`src/rtl/glb_ld_strm.sv`:
```
// GLB load-stream engine: reads consecutive 64-bit bank words and unpacks them into a CGRA word stream.
// Define GLB_LD_STRM_PERF_EN to add the stall_cnt output (cycles with strm_valid && !strm_ready while busy).
module glb_ld_strm #(
    parameter int BANK_DATA_WIDTH = 64,
    parameter int CGRA_DATA_WIDTH = 16,
    parameter int GLB_ADDR_WIDTH  = 22,
    parameter int LEN_WIDTH       = 16,
    parameter int FIFO_DEPTH      = 2
) (
    input  logic                       clk,
    input  logic                       reset,
    input  logic                       cfg_start,
    input  logic [GLB_ADDR_WIDTH-1:0]  cfg_start_addr,
    input  logic [LEN_WIDTH-1:0]       cfg_num_words,
    output logic                       busy,
    output logic                       done,
    output logic                       rd_req_valid,
    input  logic                       rd_req_ready,
    output logic [GLB_ADDR_WIDTH-1:0]  rd_req_addr,
    input  logic                       rd_data_valid,
    input  logic [BANK_DATA_WIDTH-1:0] rd_data,
    output logic                       strm_valid,
    input  logic                       strm_ready,
    output logic [CGRA_DATA_WIDTH-1:0] strm_data
`ifdef GLB_LD_STRM_PERF_EN
    ,
    output logic [31:0]                stall_cnt
`endif
);
    localparam int LANES  = BANK_DATA_WIDTH / CGRA_DATA_WIDTH;
    localparam int LANE_W = (LANES > 1) ? $clog2(LANES) : 1;
    localparam int PTR_W  = (FIFO_DEPTH > 1) ? $clog2(FIFO_DEPTH) : 1;
    localparam int CNT_W  = $clog2(FIFO_DEPTH + 1);

    typedef enum logic [1:0] { IDLE, RUN, DRAIN } state_e;

    state_e                     state_q, state_d;
    logic                       done_q, done_d;
    logic [GLB_ADDR_WIDTH-1:0]  addr_q;
    logic [LEN_WIDTH-1:0]       req_left_q;
    logic [LEN_WIDTH-1:0]       words_left_q;
    logic [CNT_W-1:0]           outst_q;
    logic [CNT_W-1:0]           occ_q;
    logic [PTR_W-1:0]           wr_ptr_q, rd_ptr_q;
    logic [LANE_W-1:0]          lane_q;
    logic [BANK_DATA_WIDTH-1:0] fifo_q [FIFO_DEPTH];

    logic                       start_acc, req_fire, push, pop, hs, last_word;
    logic [CNT_W:0]             inflight;
    logic [LEN_WIDTH-1:0]       req_total;

    assign start_acc = cfg_start && (state_q == IDLE);
    assign req_total = cfg_num_words / LEN_WIDTH'(LANES)
                     + LEN_WIDTH'((cfg_num_words % LEN_WIDTH'(LANES)) != '0);

    // Credits cover both requests in flight and words already buffered, so the FIFO can never overflow.
    assign inflight     = {1'b0, outst_q} + {1'b0, occ_q};
    assign rd_req_valid = (state_q == RUN) && (req_left_q != '0)
                        && (inflight < (CNT_W+1)'(FIFO_DEPTH));
    assign rd_req_addr  = addr_q;
    assign req_fire     = rd_req_valid && rd_req_ready;

    // Returns arriving with nothing outstanding belong to a stream killed by reset and are dropped.
    assign push      = rd_data_valid && (outst_q != '0);
    assign strm_valid = (occ_q != '0);
    assign hs        = strm_valid && strm_ready;
    assign last_word = (words_left_q == LEN_WIDTH'(1));
    assign pop       = hs && ((lane_q == LANE_W'(LANES - 1)) || last_word);
    assign strm_data = strm_valid ? fifo_q[rd_ptr_q][int'(lane_q) * CGRA_DATA_WIDTH +: CGRA_DATA_WIDTH]
                                  : '0;
    assign busy      = (state_q != IDLE);
    assign done      = done_q;

    // NOTE: every signal driven here gets a default first; a path that skips an assignment infers a latch.
    always_comb begin
        state_d = state_q;
        done_d  = 1'b0;
        case (state_q)
            IDLE: begin
                if (cfg_start) begin
                    if (cfg_num_words == '0) done_d  = 1'b1;
                    else                     state_d = RUN;
                end
            end
            RUN: begin
                if (req_fire && (req_left_q == LEN_WIDTH'(1))) state_d = DRAIN;
            end
            DRAIN: begin
                if (hs && last_word) begin
                    state_d = IDLE;
                    done_d  = 1'b1;
                end
            end
            default: state_d = IDLE;
        endcase
    end

    // NOTE: state registers use non-blocking assignments so every flop samples pre-edge values.
    always_ff @(posedge clk or posedge reset) begin
        if (reset) begin
            state_q      <= IDLE;
            done_q       <= 1'b0;
            addr_q       <= '0;
            req_left_q   <= '0;
            words_left_q <= '0;
            outst_q      <= '0;
            occ_q        <= '0;
            wr_ptr_q     <= '0;
            rd_ptr_q     <= '0;
            lane_q       <= '0;
        end else begin
            state_q <= state_d;
            done_q  <= done_d;
            if (start_acc) begin
                addr_q       <= cfg_start_addr & ~GLB_ADDR_WIDTH'(7);
                req_left_q   <= req_total;
                words_left_q <= cfg_num_words;
            end else begin
                if (req_fire) begin
                    addr_q     <= addr_q + GLB_ADDR_WIDTH'(8);
                    req_left_q <= req_left_q - 1'b1;
                end
                if (hs) words_left_q <= words_left_q - 1'b1;
            end
            case ({req_fire, push})
                2'b10:   outst_q <= outst_q + 1'b1;
                2'b01:   outst_q <= outst_q - 1'b1;
                default: ;
            endcase
            case ({push, pop})
                2'b10:   occ_q <= occ_q + 1'b1;
                2'b01:   occ_q <= occ_q - 1'b1;
                default: ;
            endcase
            if (push) wr_ptr_q <= (wr_ptr_q == PTR_W'(FIFO_DEPTH - 1)) ? '0 : wr_ptr_q + 1'b1;
            if (pop)  rd_ptr_q <= (rd_ptr_q == PTR_W'(FIFO_DEPTH - 1)) ? '0 : rd_ptr_q + 1'b1;
            if (pop)     lane_q <= '0;
            else if (hs) lane_q <= lane_q + 1'b1;
        end
    end

    // NOTE: the buffer storage has no reset; strm_data is gated by strm_valid so stale entries never leak out.
    always_ff @(posedge clk) begin
        if (push) fifo_q[wr_ptr_q] <= rd_data;
    end

`ifdef GLB_LD_STRM_PERF_EN
    logic [31:0] stall_q;

    always_ff @(posedge clk or posedge reset) begin
        if (reset) begin
            stall_q <= '0;
        end else if (start_acc) begin
            stall_q <= '0;
        end else if (busy && strm_valid && !strm_ready && (stall_q != '1)) begin
            stall_q <= stall_q + 1'b1;
        end
    end

    assign stall_cnt = stall_q;
`endif

endmodule
```
`config.mk`:
```
export PLATFORM = sky130hd
export DESIGN_NAME = glb_ld_strm
export DESIGN_NICKNAME = d
export VERILOG_FILES = /design/src/rtl/glb_ld_strm.sv
export SDC_FILE = /design/constraint.sdc
export NUM_CORES = 1
export LEC_CHECK = 0
export CORE_MARGIN = 2
export CORE_UTILIZATION = 30
export DETAILED_ROUTE_END_ITERATION = 10
export HOLD_SLACK_MARGIN = 0.02
export PLACE_DENSITY = 0.5
export SLEW_MARGIN = 10
export SYNTH_ARGS = -nofsm -noshare
export SYNTH_HDL_FRONTEND = slang
export SYNTH_SLANG_ARGS = --single-unit
```
`constraint.sdc`:
```
create_clock -name clk -period 12.34 [get_ports clk]
set_clock_uncertainty 0.15 [all_clocks]
set_input_delay 3.702 -clock clk [delete_from_list [all_inputs] [get_ports clk]]
set_output_delay 3.702 -clock clk [all_outputs]
set_load 0.02 [all_outputs]
```
After elaboration in Yosys (flattened, before gate mapping):

Memory sizes are Yosys's and may differ from the RTL's.
Index checks and enable logic that the tools add are counted.

* register bits: 65
* latch bits: 0
* memory bits (writable): 128
* memory bits (read-only): 0
* input bits: 108
* output and inout port bits: 42
* logic and storage cells: 85
* memories: 1

Memory list
* fifo_q: depth 2, bits a word 64, rd ports 1, clocked after Yosys merged registers in 0, wr ports 1, line 46 `logic [BANK_DATA_WIDTH-1:0] fifo_q [FIFO_DEPTH];`

* $add $sub $neg: 12
* multiply operators: 0
* div/mod/pow operators: 0
* order comparisons: 1
* equal/unequal tests: 13
* shift operators: 1
* multiplexer cells: 24
* bitwise gates (word level): 0
* reduce and logical (&&, ||, !) cells: 23

Operators by type and width (number)
* $mux 16: 5
* $shiftx 64x7->16: 1
* $mux 22: 2
* $eq 16x1->1 const B: 2
* $reduce_bool 16->1: 2
* $sub 16x1->16 const B: 2
* $add 22x4->22 const B: 1
* $logic_not 16->1: 1
* $reduce_bool 2->1: 8
* $add 14x1->15: 1
* $mux 2: 6
* $logic_and 1x1->1: 9
* $eq 2x2->1 const B: 4
* $pmux 2 s2: 2
* $mux 1: 7
* $add 2x1->2 const B: 3
* $eq 2x1->1 const B: 3
* $ne 2x2->1 const B: 3
* $pmux 2 s3: 1
* $reduce_and 4->1: 1
* $sub 2x1->2 const B: 2
* $add 2x2->3: 1
* $lt 3x2->1 const B: 1
* $add 1x1->1 const B: 2
* 4 further kinds: 4

Longest topological paths before layout:

* depth after elaboration: 7
* gate-level depth with buffers: 11
* gate-level depth less buffers: 10

Worst setup path after synthesis:

OpenSTA, ideal clock, no wires.

* path kind: input port to flip-flop
* from: input rd_data_valid
* to: memory fifo_q[0][0] (enable)
* setup time: 0.487 ns
* arrival time: 6.588 ns
* required time: 11.703 ns
* path slack: 5.116 ns
* stages on the path: 2
* path buffers: 0
* cell sequence: o21ai_0 nor2_1

* word-level cells in the longest chain between the ends: 3

Ends and longest elaborated chain
* from (decl): line 20 `input logic rd_data_valid,`
* $logic_and 1x1->1: line 64 `assign push = rd_data_valid && (outst_q != '0);`
* $mux 1: line 144 `if (push) fifo_q[wr_ptr_q] <= rd_data;`
* $mux 1 (not written as such): line 144
* to (decl): line 46

No other way between the ends.

Final worst setup path:

* from: register req_left_q[0]
* to: output rd_req_valid

* word-level cells in the longest chain between the ends: 3

Ends and longest elaborated chain
* from (decl): line 40 `logic [LEN_WIDTH-1:0] req_left_q;`
* from (signal assigned): line 116 `req_left_q <= req_total;`
* from (signal assigned): line 121 `req_left_q <= req_left_q - 1'b1;`
* $reduce_bool 16->1: line 58 `assign rd_req_valid = (state_q == RUN) && (req_left_q != '0)`
* $logic_and 1x1->1: line 58
* $logic_and 1x1->1: line 59 `&& (inflight < (CNT_W+1)'(FIFO_DEPTH));`
* to (decl): line 17 `output logic rd_req_valid,`

No other way between the ends.

==> impl_metrics.tcl <==
set metrics [dict create \
    final_min_period_over_clock_period 0.557 \
    fmaxAchievable_ghz 0.146 \
    sequential_cell_area_fraction_in_the_yosys_report 0.625 \
    yosys_warnings 0 \
    critPathMaxFanout 22 \
    grt_start_max_net_pins 74 \
    synthesis.area_per_instance_um2 13.8 \
    ir_worst_vdd_mv 0.109 \
    report.final.slew_viol_count 0 \
    number_of_cell_instances_on_the_worst_register_to_register_path 9 \
    synth_cell_type_count 50 \
    route.met3.wl_mm 1.13 \
    synth_area_um2 8630 \
    postLayoutCoreUtil 0.390 \
    cts.sinks 190 \
    cts-hold-fix-buffers 0 \
    grt_first_pass_wirelength_mm 31.7 \
    cell_count_after_synthesis 626 \
    most_instantiated_library_cell_after_synthesis "sky130_fd_sc_hd__edfxtp_1" \
    hold_path_cell_cnt 1 \
    synth_async_sr_flop_share 0.326 \
    max-slew-margin-rel 0.271 \
    setup.worst_path.start_class "register" \
    dieArea_um2 30100 \
    slowest_stage "sky130_fd_sc_hd__and4_1" \
    critPathKind "reg2out" \
    die_height_um 174 \
    timing.critical_path.slowest_cell_delay_ns 0.79 \
    cts.root.buffer_cell "sky130_fd_sc_hd__clkbuf_16" \
    tns_ns 0 \
    number_of_flops_mapped_to_enable_cells_by_yosys 128 \
    detailedPlacementHpwl_mm 13.2 \
    setup_viol 0 \
    static-leakage-power_nw 3.78 \
    reg2reg_from "occ_q[0]" \
    cts_repair_resize_count 0 \
    drc 0 \
    placeableCoreArea_um2 28500 \
    routed_wirelength_mm 19.8 \
    critical_path.top_delay_family "simple AND/OR/NAND/NOR gates" \
    maxUsedRoutingLayer "met5" \
    post_cts_setup_buffer_count 0 \
    post-synth-top-area-cell "sky130_fd_sc_hd__edfxtp_1" \
    route.layer.met1.wl_mm 8.65 \
    synth_common_cells "sky130_fd_sc_hd__edfxtp_1 (128), sky130_fd_sc_hd__dfrtp_1 (62), sky130_fd_sc_hd__nand2_1 (52)" \
    clk_pin_slew_worst_paths_ns 0.08 \
    worstHoldEndpoint "outst_q[0]" \
    grt_use_total 0.134 \
    initial_utilization 0.303 \
    antenna_violations_before_repair 3 \
    pwr_density_cell_nw_per_um2 227 \
    grt_pass1_vias 5888 \
    route.detailed.wl_per_inst_um 17.0 \
    worst_ep_required_time_ns 8.49 \
    timing.critical_path.cells "inv_1 > ha_1 > nor3b_1 > and4_1 > nor2b_1 > clkdlybuf4s50_1" \
    critical_path_buf_inv_count 2 \
    pin_count 150 \
    die_w_um 174 \
    via_density 4.76 \
    post_synth_main_area_contributors "sky130_fd_sc_hd__edfxtp_1 (45%), sky130_fd_sc_hd__dfrtp_1 (18%), sky130_fd_sc_hd__mux4_2 (8.4%)" \
    r2r_slack_ns 9.09 \
    timing.final.crit_period_ns 6.87 \
    hold_start "outst_q[0]" \
    post_route_cells_drive_above_1_share 0.111 \
    worstHoldPathType "reg2reg" \
    io_buffer_count 143 \
    outcome "completed" \
    timing.max_cap.violations 0 \
    row_count 62 \
    drtAntennaViolNets 0 \
    clock_latency_ns 0.43 \
    dr_total_vias 5540 \
    clock_tree_from_tritoncts "built" \
    rsz0062_at_grt "no" \
    final_hold_viol_count 0 \
    overflow 0 \
    h-tree-depth 4 \
    drt_pre_antenna_iters 4 \
    r2r_end "outst_q[1]" \
    ys.flop_type "sky130_fd_sc_hd__edfxtp_1" \
    numCtsBuffers 17 \
    finish.net_count 887 \
    gp_congestion 0.826 \
    measured_slew_at_the_worst_slew_check_pin_ns 1.09 \
    postSynthRegisterBits 190 \
    met2_wirelength_mm 9.77 \
    deepest_clock_path_buffer_count 2 \
    synth_top_area_share 0.446 \
    areaGrowthSynthToFinish_pct 28.7 \
    diodes 0 \
    cp-end-kind "output pin" \
    drt_first_iter_violations 381 \
    cp.arrival_ns 3.02 \
]
[state kept, by name (all words and copies together) (netlist names)]
signal and cells:
outst_q 2, words_left_q 16, rd_req_addr 19, fifo_q 128
rd_ptr_q 1, lane_q 2, state_q 2, wr_ptr_q 1
req_left_q 16, done 1, occ_q 2
[worst max path at each step]
| stage | startpoint | endpoint | slack [ns] | depth (start not counted) |
|---|---|---|---|---|
| 2_1_floorplan | rd_data_valid | fifo_q[0][0] | 5.12 | 2 |
| 3_3_place_gp | req_left_q[0] | rd_req_valid | 5.90 | 6 |
| 3_5_place_dp | req_left_q[0] | rd_req_valid | 5.87 | 6 |
| 4_1_cts | req_left_q[0] | rd_req_valid | 5.39 | 6 |
| 5_1_grt | req_left_q[1] | rd_req_valid | 5.17 | 6 |
| 6_report | req_left_q[0] | rd_req_valid | 5.47 | 6 |
[logic make-up after synthesis]
| group | after synthesis | share of synthesized area |
|---|---|---|
| adders and majority gates | 11 | 0.0168 |
| buffers and inverters | 41 | 0.0197 |
| other | 1 | 0.000435 |
| DFF | 190 | 0.625 |
| muxes | 52 | 0.107 |
| xor gates and xnor gates | 61 | 0.0619 |
| and+or+nand+nor | 211 | 0.130 |
| AOI/OAI and AO/OA | 59 | 0.0390 |
[where the power goes]
part | leakage [nW] | switching, W | internal [W] | total, W
clock | 0.296 | 0.000287 | 0.000277 | 0.000564
combinational | 1.57 | 0.000474 | 0.000459 | 0.000933
sequential | 1.91 | 0.000141 | 0.000884 | 0.00103
[worst reg2reg max path, stage by stage, from the launching register on]
cell and delay, ns:
sky130_fd_sc_hd__dfrtp_1 0.46, sky130_fd_sc_hd__and2_1 0.19, sky130_fd_sc_hd__fa_1 0.48, sky130_fd_sc_hd__nor4b_4 0.51, sky130_fd_sc_hd__nand2_1 0.30, sky130_fd_sc_hd__nor2_2 0.29, sky130_fd_sc_hd__inv_2 0.16, sky130_fd_sc_hd__ha_1 0.34
sky130_fd_sc_hd__nor2_1 0.15, sky130_fd_sc_hd__xor2_1 0.15
[cell type report]
| type | instances | area (µm²) |
|---|---|---|
| clock inverters | 15 | 185 |
| clock buffers | 17 | 425 |
| inverters | 12 | 45.0 |
| well taps | 384 | 480 |
| flip-flops and latches | 190 | 5400 |
| fillers | 2743 | 17400 |
| repair buffers | 150 | 1480 |
| multi-input cells | 397 | 3080 |
[cell usage in the layout, fill, tap and decap left out, drive strengths merged, types with 4 or more instances in the layout]
master	netlist	final
clkdlybuf4s50	0	143
edfxtp	128	128
dfrtp	62	62
nand2	52	52
xnor2	46	46
nor2	44	44
o21ai	34	34
mux4	32	32
mux2i	20	20
nand3	19	19
inv	12	19
clkbuf	20	17
nor4	17	17
nor3	15	15
xor2	15	15
nand4	11	11
a21oi	11	11
ha	10	10
and3	9	9
clkinv	0	8
buf	9	7
or4	7	7
o211ai	6	6
and2	6	6
nor3b	5	5
or3	5	5
nor4b	5	5
and4	4	4
[per-layer routing]
layer  GRT usage  up-vias
met3      0.0382       19
met1       0.165     2738
met2       0.230      145
met5           0        -
li1            -     2636
met4      0.0388        2
[through the flow]
stage / setup WS, ns / area (µm²) / hold slack, ns / power, W / std cells
3_3_place_gp: 5.90 / 10500 / 0.364 / 0.00197 / 1133
3_5_place_dp: 5.87 / 10500 / 0.375 / 0.00199 / 1133
6_report: 5.47 / 11100 / 0.392 / 0.00252 / 1165
4_1_cts: 5.39 / 11100 / 0.389 / 0.00257 / 1165
2_1_floorplan: 5.12 / 8630 / 0.310 / 0.00162 / 628
5_1_grt: 5.17 / 11100 / 0.415 / 0.00268 / 1165
(Power assumes the default switching activity.)
